--- config.mk ---
export PLATFORM = sky130hd
export DESIGN_NAME = control
export DESIGN_NICKNAME = d
export VERILOG_FILES = /design/src/rtl/control.sv
export SDC_FILE = /design/constraint.sdc
export NUM_CORES = 1
export LEC_CHECK = 0
export CAP_MARGIN = 15
export CORE_AREA = 2 2 41 46
export CTS_CLUSTER_DIAMETER = 40
export DETAILED_ROUTE_END_ITERATION = 8
export DIE_AREA = 0 0 43 48
export GPL_TIMING_DRIVEN = 0
export PLACE_DENSITY = 0.92
export SLEW_MARGIN = 40
export SYNTH_ARGS = -nofsm -noshare
export SYNTH_HDL_FRONTEND = slang
export SYNTH_SLANG_ARGS = --single-unit
--- constraint.sdc ---
create_clock -name clk -period 3.2 [get_ports clk]
set_clock_uncertainty 0.05 [all_clocks]
set_input_delay 0.48 -clock clk [delete_from_list [all_inputs] [get_ports clk]]
set_output_delay 0.48 -clock clk [all_outputs]
set_load 0.005 [all_outputs]
--- src/rtl/control.sv ---
// LC-3b multicycle sequencing controller: Moore FSM stepping each instruction
// through fetch, decode and execute, driving all datapath controls.
package lc3b_types;
  typedef enum logic [3:0] {
    op_br   = 4'b0000,
    op_add  = 4'b0001,
    op_ldb  = 4'b0010,
    op_stb  = 4'b0011,
    op_jsr  = 4'b0100,
    op_and  = 4'b0101,
    op_ldr  = 4'b0110,
    op_str  = 4'b0111,
    op_rti  = 4'b1000,
    op_not  = 4'b1001,
    op_ldi  = 4'b1010,
    op_sti  = 4'b1011,
    op_jmp  = 4'b1100,
    op_shf  = 4'b1101,
    op_lea  = 4'b1110,
    op_trap = 4'b1111
  } lc3b_opcode;

  typedef enum logic [2:0] {
    alu_add, alu_and, alu_not, alu_pass, alu_sll, alu_srl, alu_sra
  } lc3b_aluop;
endpackage

module control
  import lc3b_types::*;
(
  input  logic       clk,
  input  logic       reset,
  input  lc3b_opcode opcode,
  input  logic       instruction5,
  input  logic       branch_enable,
  input  logic       mem_resp,
  output logic       load_pc,
  output logic       load_ir,
  output logic       load_regfile,
  output logic       load_mar,
  output logic       load_mdr,
  output logic       load_cc,
  output logic [1:0] pcmux_sel,
  output logic       marmux_sel,
  output logic       mdrmux_sel,
  output logic [1:0] alumux_sel,
  output logic [1:0] regfilemux_sel,
  output logic       storemux_sel,
  output lc3b_aluop  aluop,
  output logic       mem_read,
  output logic       mem_write
);

  typedef enum logic [3:0] {
    s_fetch1, s_fetch2, s_fetch3, s_decode,
    s_add, s_and, s_not, s_lea, s_br, s_br_taken, s_jmp,
    s_calc_addr, s_ldr1, s_ldr2, s_str1, s_str2
  } state_t;

  state_t state;

  always_ff @(posedge clk) begin
    if (reset) begin
      state <= s_fetch1;
    end else begin
      case (state)
        s_fetch1: state <= s_fetch2;
        s_fetch2: if (mem_resp) state <= s_fetch3;
        s_fetch3: state <= s_decode;
        s_decode: begin
          case (opcode)
            op_add:         state <= s_add;
            op_and:         state <= s_and;
            op_not:         state <= s_not;
            op_br:          state <= s_br;
            op_jmp:         state <= s_jmp;
            op_lea:         state <= s_lea;
            op_ldr, op_str: state <= s_calc_addr;
            default:        state <= s_fetch1;
          endcase
        end
        s_br:        state <= branch_enable ? s_br_taken : s_fetch1;
        s_calc_addr: state <= (opcode == op_ldr) ? s_ldr1 : s_str1;
        s_ldr1:      if (mem_resp) state <= s_ldr2;
        s_str1:      state <= s_str2;
        s_str2:      if (mem_resp) state <= s_fetch1;
        default:     state <= s_fetch1;
      endcase
    end
  end

  // Reset gates the state decode so strobes drop in the very cycle reset is high.
  always_comb begin
    load_pc        = 1'b0;
    load_ir        = 1'b0;
    load_regfile   = 1'b0;
    load_mar       = 1'b0;
    load_mdr       = 1'b0;
    load_cc        = 1'b0;
    pcmux_sel      = '0;
    marmux_sel     = 1'b0;
    mdrmux_sel     = 1'b0;
    alumux_sel     = '0;
    regfilemux_sel = '0;
    storemux_sel   = 1'b0;
    aluop          = alu_add;
    mem_read       = 1'b0;
    mem_write      = 1'b0;
    if (!reset) begin
      case (state)
        s_fetch1: begin
          marmux_sel = 1'b1;
          load_mar   = 1'b1;
          load_pc    = 1'b1;
        end
        s_fetch2, s_ldr1: begin
          mem_read   = 1'b1;
          mdrmux_sel = 1'b1;
          load_mdr   = 1'b1;
        end
        s_fetch3: load_ir = 1'b1;
        s_add, s_and: begin
          aluop        = (state == s_add) ? alu_add : alu_and;
          alumux_sel   = {1'b0, instruction5};
          load_regfile = 1'b1;
          load_cc      = 1'b1;
        end
        s_not: begin
          aluop        = alu_not;
          load_regfile = 1'b1;
          load_cc      = 1'b1;
        end
        s_lea: begin
          regfilemux_sel = 2'd2;
          load_regfile   = 1'b1;
          load_cc        = 1'b1;
        end
        s_br_taken: begin
          pcmux_sel = 2'd1;
          load_pc   = 1'b1;
        end
        s_jmp: begin
          pcmux_sel = 2'd2;
          load_pc   = 1'b1;
        end
        s_calc_addr: begin
          alumux_sel = 2'd2;
          aluop      = alu_add;
          load_mar   = 1'b1;
        end
        s_ldr2: begin
          regfilemux_sel = 2'd1;
          load_regfile   = 1'b1;
          load_cc        = 1'b1;
        end
        s_str1: begin
          storemux_sel = 1'b1;
          aluop        = alu_pass;
          load_mdr     = 1'b1;
        end
        s_str2:  mem_write = 1'b1;
        default: ;
      endcase
    end
  end

endmodule

== Yosys cells after proc, flatten, opt, wreduce, memory -nomap -nowiden ==
Memories as Yosys holds them, arrays and structs flattened.
Index checks and enable logic that the tools add are counted.
Cells by class
  mux-type cells: 33
  equal/unequal tests: 19
  reduce and logical (&&, ||, !) cells: 8
Operator list (number)
  4-bit case mux with 9 select lines: 1
  4-bit equality test (second input constant): 8
  4-bit by 3-bit equality test with 1-bit output (second input constant): 5
  1-bit 2-to-1 mux: 19
  4-bit 2-to-1 mux: 4
  2-bit case mux with 2 select lines: 3
  2-bit 2-to-1 mux: 5
  4-bit by 2-bit equality test with 1-bit output (second input constant): 2
  2-bit != test (second input constant): 3
  2-bit case mux with 3 select lines: 1
  2-bit OR reduction: 3
  3-bit OR reduction: 2
  5-bit OR reduction: 1
  4-bit by 1-bit equality test with 1-bit output (second input constant): 1
  4-bit logical NOT: 1
  3-bit AND reduction: 1
Word-level totals
  input port bits: 9
  bits in read-only memories: 64
  word-level logic and storage cells: 62
  flip-flop bits (word level): 4
  memories: 1
  output and inout port bits: 20
Memories
  (name not given): depth 16, width 4, read ports 1, clocked after Yosys merged registers in 0, wr ports 0, RTL line 71  | case (opcode)

== Logic depth before layout (Yosys ltp) ==
  word-level depth: 4
  mapped depth: 6
  mapped depth without buffers: 4

== Worst setup path before layout ==
OpenSTA, ideal clock, no wires.
  path kind: input to output
  start: input port reset
  end: output port load_mar
  slack: 1348 ps
  required time: 2670 ps
  stages on the path: 5
  arrival time: 1322 ps
  cell sequence: buf_6 > or2_4 > or2_4 > nor2_2 > or2_1
Between the ends
  cells in the longest elaborated chain, start to end: 1
Ends and longest elaborated chain
  start: declaration: RTL line 32  | input logic reset,
  1-bit 2-to-1 mux: RTL line 109  | if (!reset) begin
  end: declaration: RTL line 40  | output logic load_mar,
Every way passes these cells.

== Final worst setup path ==
  start: register state[2]
  end: output port mem_read
Between the ends
  cells in the longest elaborated chain, start to end: 4
Ends and longest elaborated chain
  start: declaration: RTL line 60  | state_t state;
  start signal: assignment: RTL line 64  | state <= s_fetch1;
  start signal: assignment: RTL line 67  | s_fetch1: state <= s_fetch2;
  start signal: assignment: RTL line 68  | s_fetch2: if (mem_resp) state <= s_fetch3;
  4-bit by 1-bit equality test with 1-bit output or 4-bit equality test (tied branches): RTL line 110  | case (state)
  2-bit OR reduction *
  1-bit 2-to-1 mux *: RTL line 110
  1-bit 2-to-1 mux *: RTL line 109
  end: declaration: RTL line 50  | output logic mem_read,
Mark *: on every way between the ends. The rest lies on a longest branch, timed or not.

==> qor.yml <==
globalRoute.totalOverflow: 0
largest_reg_flops: 4
synth_top_area_share_pct: 11.7
cts_tree: "done"
slowest_delay_ps: 490
placed_area_um2: 965
start_util_pct: 43.3
portBuffers: 26
syn_inst: 98
reg2reg_slack_ps: 1840
power_frac_clock_pct: 19.7
die_w_um: 43
via_per_inst: 5.95
ys_ff_latch: 4
hp-class: "in -> reg"
cts_root_buffer: "clkbuf_4"
grt_util_met2_pct: 40.3
die_h_um: 48
cts_made_buffers: 3
dp_cells: 141
grt_first_pass_wirelength_um: 3230
ys_types: 43
antenna_found_initial: 0
largestRegisters: "state x4"
combPwrFrac_pct: 59.7
arrival_ps: 2130
crit_required_ps: 2670
clock.fmax_mhz: 376
finalSetupTns_ps: 0
core_area_um2: 1580
p_switching_uw: 117
crit_fanout: 10
path_cells: "buf_4 > nand2_1 > nor2_1 > a21oi_1 > nor3_1 > buf_4 > clkdlybuf4s50_1"
netlist_top_cells_count: "13 x nor2_1, 8 x buf_4, 6 x a21oi_1, 6 x nor3_1, 6 x o21ai_1"
cpMaxStageDelayCell: "clkdlybuf4s50_1"
yosys-top-cells-area: "dfxtp_1 12%, buf_4 8.8%, nor2_1 7.1%, nand2b_1 4.6%, a21oi_1 4.4%"
drcViolationCount: 0
num_rows: 15
first_global_vias: 788
grt-busiest-layer: "met2"
fin_util_pct: 62.6
hold_violations: 0
use_met3_pct: 3.02
yosysSeqAreaShare_pct: 11.7
cap_violations: 0
rsz0062_at_grt: "false"
stdcell_count: 144
gp_congestion: 0.891
post-cts-setup-buffers: 0
slew_violations: 0
critPathLaunchType: "flop"
fin_crit_sh_pct: 83.2
synth.avg_cell_area_um2: 6.97
fin_crit_ps: 2660
crit_type: "reg -> out"
htree_levels: 1
syn_area_um2: 683
final_antenna_net_count: 0
grt_max_degree: 11
yosysMostFrequentCell: "nor2_1"
dp_hpwl_um: 1570
irDropWorstVdd_v: 0.000223
swShare_pct: 37.9
routedWlPerCell_um: 14.0
clock_path_buffers: 2
final_cell_area_um2: 987
synthArstFlopShare_pct: 0
drtIter0Drc: 20
cts_resized: 0
status: "finished clean"
routed_wl_um: 2010
ys_warn_count: 0
grt_util_met1_pct: 21.1
num_antenna_cells: 0
clk_pin_slew_worst_paths_ps: 30
first_pass_iters: 7
syn_to_final_growth_pct: 44.5
worstSetupEndpointType: "output pin"
nNetsFinal: 138
intPower_uw: 192
synth_edf_count: 0
p_seq_share_pct: 20.6
hold_buffers: 0
drive_gt1_share_pct: 18.9
grt_usage_pct: 20.6
io_pins: 29
clock-sinks: 4
post-synth-top-area-cell: "dfxtp_1"
leakagePower_uw: 0.000381
path_common_cell: "buf_4"
vias: 857
p_per_area_nw_per_um2: 313
largest-register: "state"
synth-main-ff-cell: "dfxtp_1"
synth_nets: 107
die_area_um2: 2060
clk_latency_ps: 230
setup_viol: 0
final timing paths:
path | start | to | cells past startpoint
max | state[2] | mem_read | 7
min reg2reg | state[0] | state[0] | 3
max reg2reg | state[2] | state[1] | 5
min | reset | state[0] | 4
cells in the final DEF (no fill, tap or decap), types with 2 or more instances in the layout:
cell type / synthesis / layout
nand2_1: 5 / 5
or2_4: 2 / 2
a21oi_1: 6 / 6
o2111ai_1: 2 / 2
and4bb_1: 2 / 2
o22ai_1: 2 / 2
o21ai_0: 2 / 2
clkdlybuf4s50_1: 0 / 26
inv_1: 2 / 2
dfxtp_1: 4 / 4
buf_4: 8 / 8
nand3_1: 3 / 3
nor2b_1: 3 / 3
nor3_1: 6 / 6
clkbuf_4: 0 / 3
nor2_1: 13 / 13
nand2b_1: 5 / 5
o21ai_1: 6 / 6
metrics by stage:
stage	setup WS [ps]	hold WS (ps)	total power [uW]
floorplan	1350	581	181
finish	539	572	309
global placement	838	640	241
CTS	560	556	311
global route	430	594	334
detailed placement	815	656	247
kinds of logic (layout without fill, tap and decap cells):
group | after synthesis | in the layout | synth area share (%)
compound gates | 28 | 28 | 28.4
xor+xnor | 2 | 2 | 2.56
buf+inv | 13 | 42 | 12.8
flops | 4 | 4 | 11.7
mux | 1 | 1 | 1.65
other cells | 1 | 1 | 0.549
simple gates | 49 | 49 | 42.3
critical path, delay by kind of cell, from the launching register on:
kind            cells  cell delay (ps)
buf+inv             3              860
simple gates        3              520
flops               1              450
compound gates      1               80
power by group through the flow:
stage	clock network, uW	logic, uW	registers [uW]
after floorplan	0	119	62.2
after global placement	0	177	63.7
after detailed placement	0	183	63.9
after CTS	64.9	183	63.1
after global routing	68.8	201	64.0
final	61.0	185	63.7
final cells by class:
cell class	instances	area, um2
fillers	134	589
multi-input cells	81	515
repair buffers	26	260
flip-flops and latches	4	80.1
plain buffers	10	76.3
clock buffers	3	22.5
well taps	17	21.3
inverters	3	11.3
routing by layer:
| metal | vias up | wire (um) |
|---|---|---|
| li1 | 409 | - |
| met1 | 388 | 807 |
| met2 | 54 | 1000 |
| met3 | 6 | 169 |
| met4 | 0 | 34 |
| met5 | - | 0 |
(Power assumes the default switching activity.)
==> patch (config.mk and constraints unchanged) <==
Make the reset (`reset`) asynchronous in one clocked block.
--- a/src/rtl/control.sv
+++ b/src/rtl/control.sv
@@ -59,7 +59,7 @@
 
   state_t state;
 
-  always_ff @(posedge clk) begin
+  always_ff @(posedge clk or posedge reset) begin
     if (reset) begin
       state <= s_fetch1;
     end else begin
Behaviour: same outputs for any inputs over 10 cycles, from zero or initial values and one cycle with reset high; that may be too few to reach the edited logic, so the function may still have changed.
==> patch against the unedited design <==
Final area down 0.25%; sequential cell count stayed put; non-clock buffer count up 3; critical endpoint is now load_mdr; synthesized cell count fell by 5.1%; first-iteration DRC count is 30% higher; area after synthesis shrank 0.37%; via count fell by 7.9%; register-to-register slack worse by 0.03 ns; worst setup slack lost 0.025 ns; routed wire length down 6.1%.
Power is not compared: it rests on default switching activity, and its combinational part moved more than twofold at a synthesized area within 25%.
==> patch: results (changes against the unedited design) <==
status: "finished clean"  # unchanged
worstRegToRegCells: 4  # was 5
wl_met1_um: 796  # was 807 um
dp_hpwl_um: 1480  # was 1570 um
synth_ff_type: "dfrtp_1"  # was dfxtp_1
grt_pass1_wl_um: 3100  # was 3230 um
yosys-top-cells-count: "nor3_1 (10), a21oi_1 (7), nand2_1 (7)"  # was nor2_1 (13), buf_4 (8), a21oi_1 (6), nor3_1 (6), o21ai_1 (6)
track_usage_pct: 19.7  # was 20.6%
ff2ff_setup_slack_ns: 1.81  # was 1.84 ns
vias_per_cell: 5.68  # was 5.95
gp_congestion: 0.873  # was 0.891
timing.rr.start: "state[2]$_DFFE_PP0P_"  # was state[2]$_SDFFE_PP0P_
drive_above_1_share_pct: 20.5  # was 18.9%
syn_nets: 102  # was 107
cp_data_arrival_time_ns: 2.16  # was 2.13 ns
synth.area.top_cells: "dfrtp_1 (15%), nor3_1 (7.4%), buf_4 (6.6%), a21oi_1 (5.1%), nand2b_4 (4.0%)"  # was dfxtp_1 (12%), buf_4 (8.8%), nor2_1 (7.1%), nand2b_1 (4.6%), a21oi_1 (4.4%)
grt_pass1_vias: 731  # was 788
drt-pass1-iter-count: 4  # was 7
fin_nets: 133  # was 138
grt_max_degree: 11  # unchanged
maxUsedRoutingLayer: "met4"  # unchanged
timing.rr.end: "state[1]$_DFFE_PP0P_"  # was state[1]$_SDFFE_PP0P_
routedWlPerCell_um: 13.6  # was 14.0 um
seq_area_frac_synth_pct: 14.7  # was 11.7%
synthArstFlopShare_pct: 100  # was 0%
wl_met3_um: 52  # was 169 um
synth_cell_types: 40  # was 43
first_iter_violations: 26  # was 20
hp-class: "in -> async"  # was in -> reg
ys.warnings.count: 0  # unchanged
route.met2.wl_um: 1020  # was 1000 um
patch: area by class of cell:
cell class | instances | area (um2)
inverters | 2 | 7.51
clock buffers | 3 | 22.5
flip-flops and latches | 4 | 100
fillers | 149 | 592
plain buffers | 13 | 85.1
well taps | 17 | 21.3
multi-input cells | 74 | 488
repair buffers | 26 | 260
patch: critical path, cell delays in order:
cell and delay [ns]:
clkdlybuf4s50_1 0.50, clkbuf_1 0.39, nor3_2 0.11, or2_1 0.22
clkdlybuf4s50_1 0.44
patch: how the worst max path moves through the flow:
| stage | slack, ns | end | depth (start not counted) | start |
|---|---|---|---|---|
| CTS | 0.51 | load_mdr | 5 | reset |
| detailed placement | 0.52 | load_mdr | 5 | reset |
| finish | 0.51 | load_mdr | 5 | reset |
| floorplan | 1.54 | load_mar | 3 | state[3]$_DFFE_PP0P_ |
| global route | 0.43 | load_regfile | 6 | reset |
| global placement | 0.57 | load_mdr | 5 | reset |
patch: per-layer routing:
layer / vias up / global-route usage (%)
met4: 0 / 9.70
met3: 2 / 4.91
met2: 21 / 35.5
met1: 370 / 22.2
met5: - / 0
li1: 396 / -
patch: logic make-up (layout without fill, tap and decap cells):
kind of cell	count (synthesis)	after routing	synth area share, %
muxes	1	1	2.21
other	1	1	0.551
buffers and inverters	15	44	13.6
DFF	4	4	14.7
and+or+nand+nor	44	44	39.2
AOI/OAI and AO/OA	28	28	29.8
patch: metrics by stage:
stage | setup WS, ns | hold slack, ns | std cells | instance area (um2)
3_3_place_gp | 0.566 | 0.707 | 136 | 962
6_report | 0.514 | 0.486 | 139 | 985
4_1_cts | 0.509 | 0.484 | 139 | 985
2_1_floorplan | 1.54 | 0.210 | 93 | 681
5_1_grt | 0.425 | 0.495 | 139 | 985
3_5_place_dp | 0.524 | 0.715 | 136 | 962
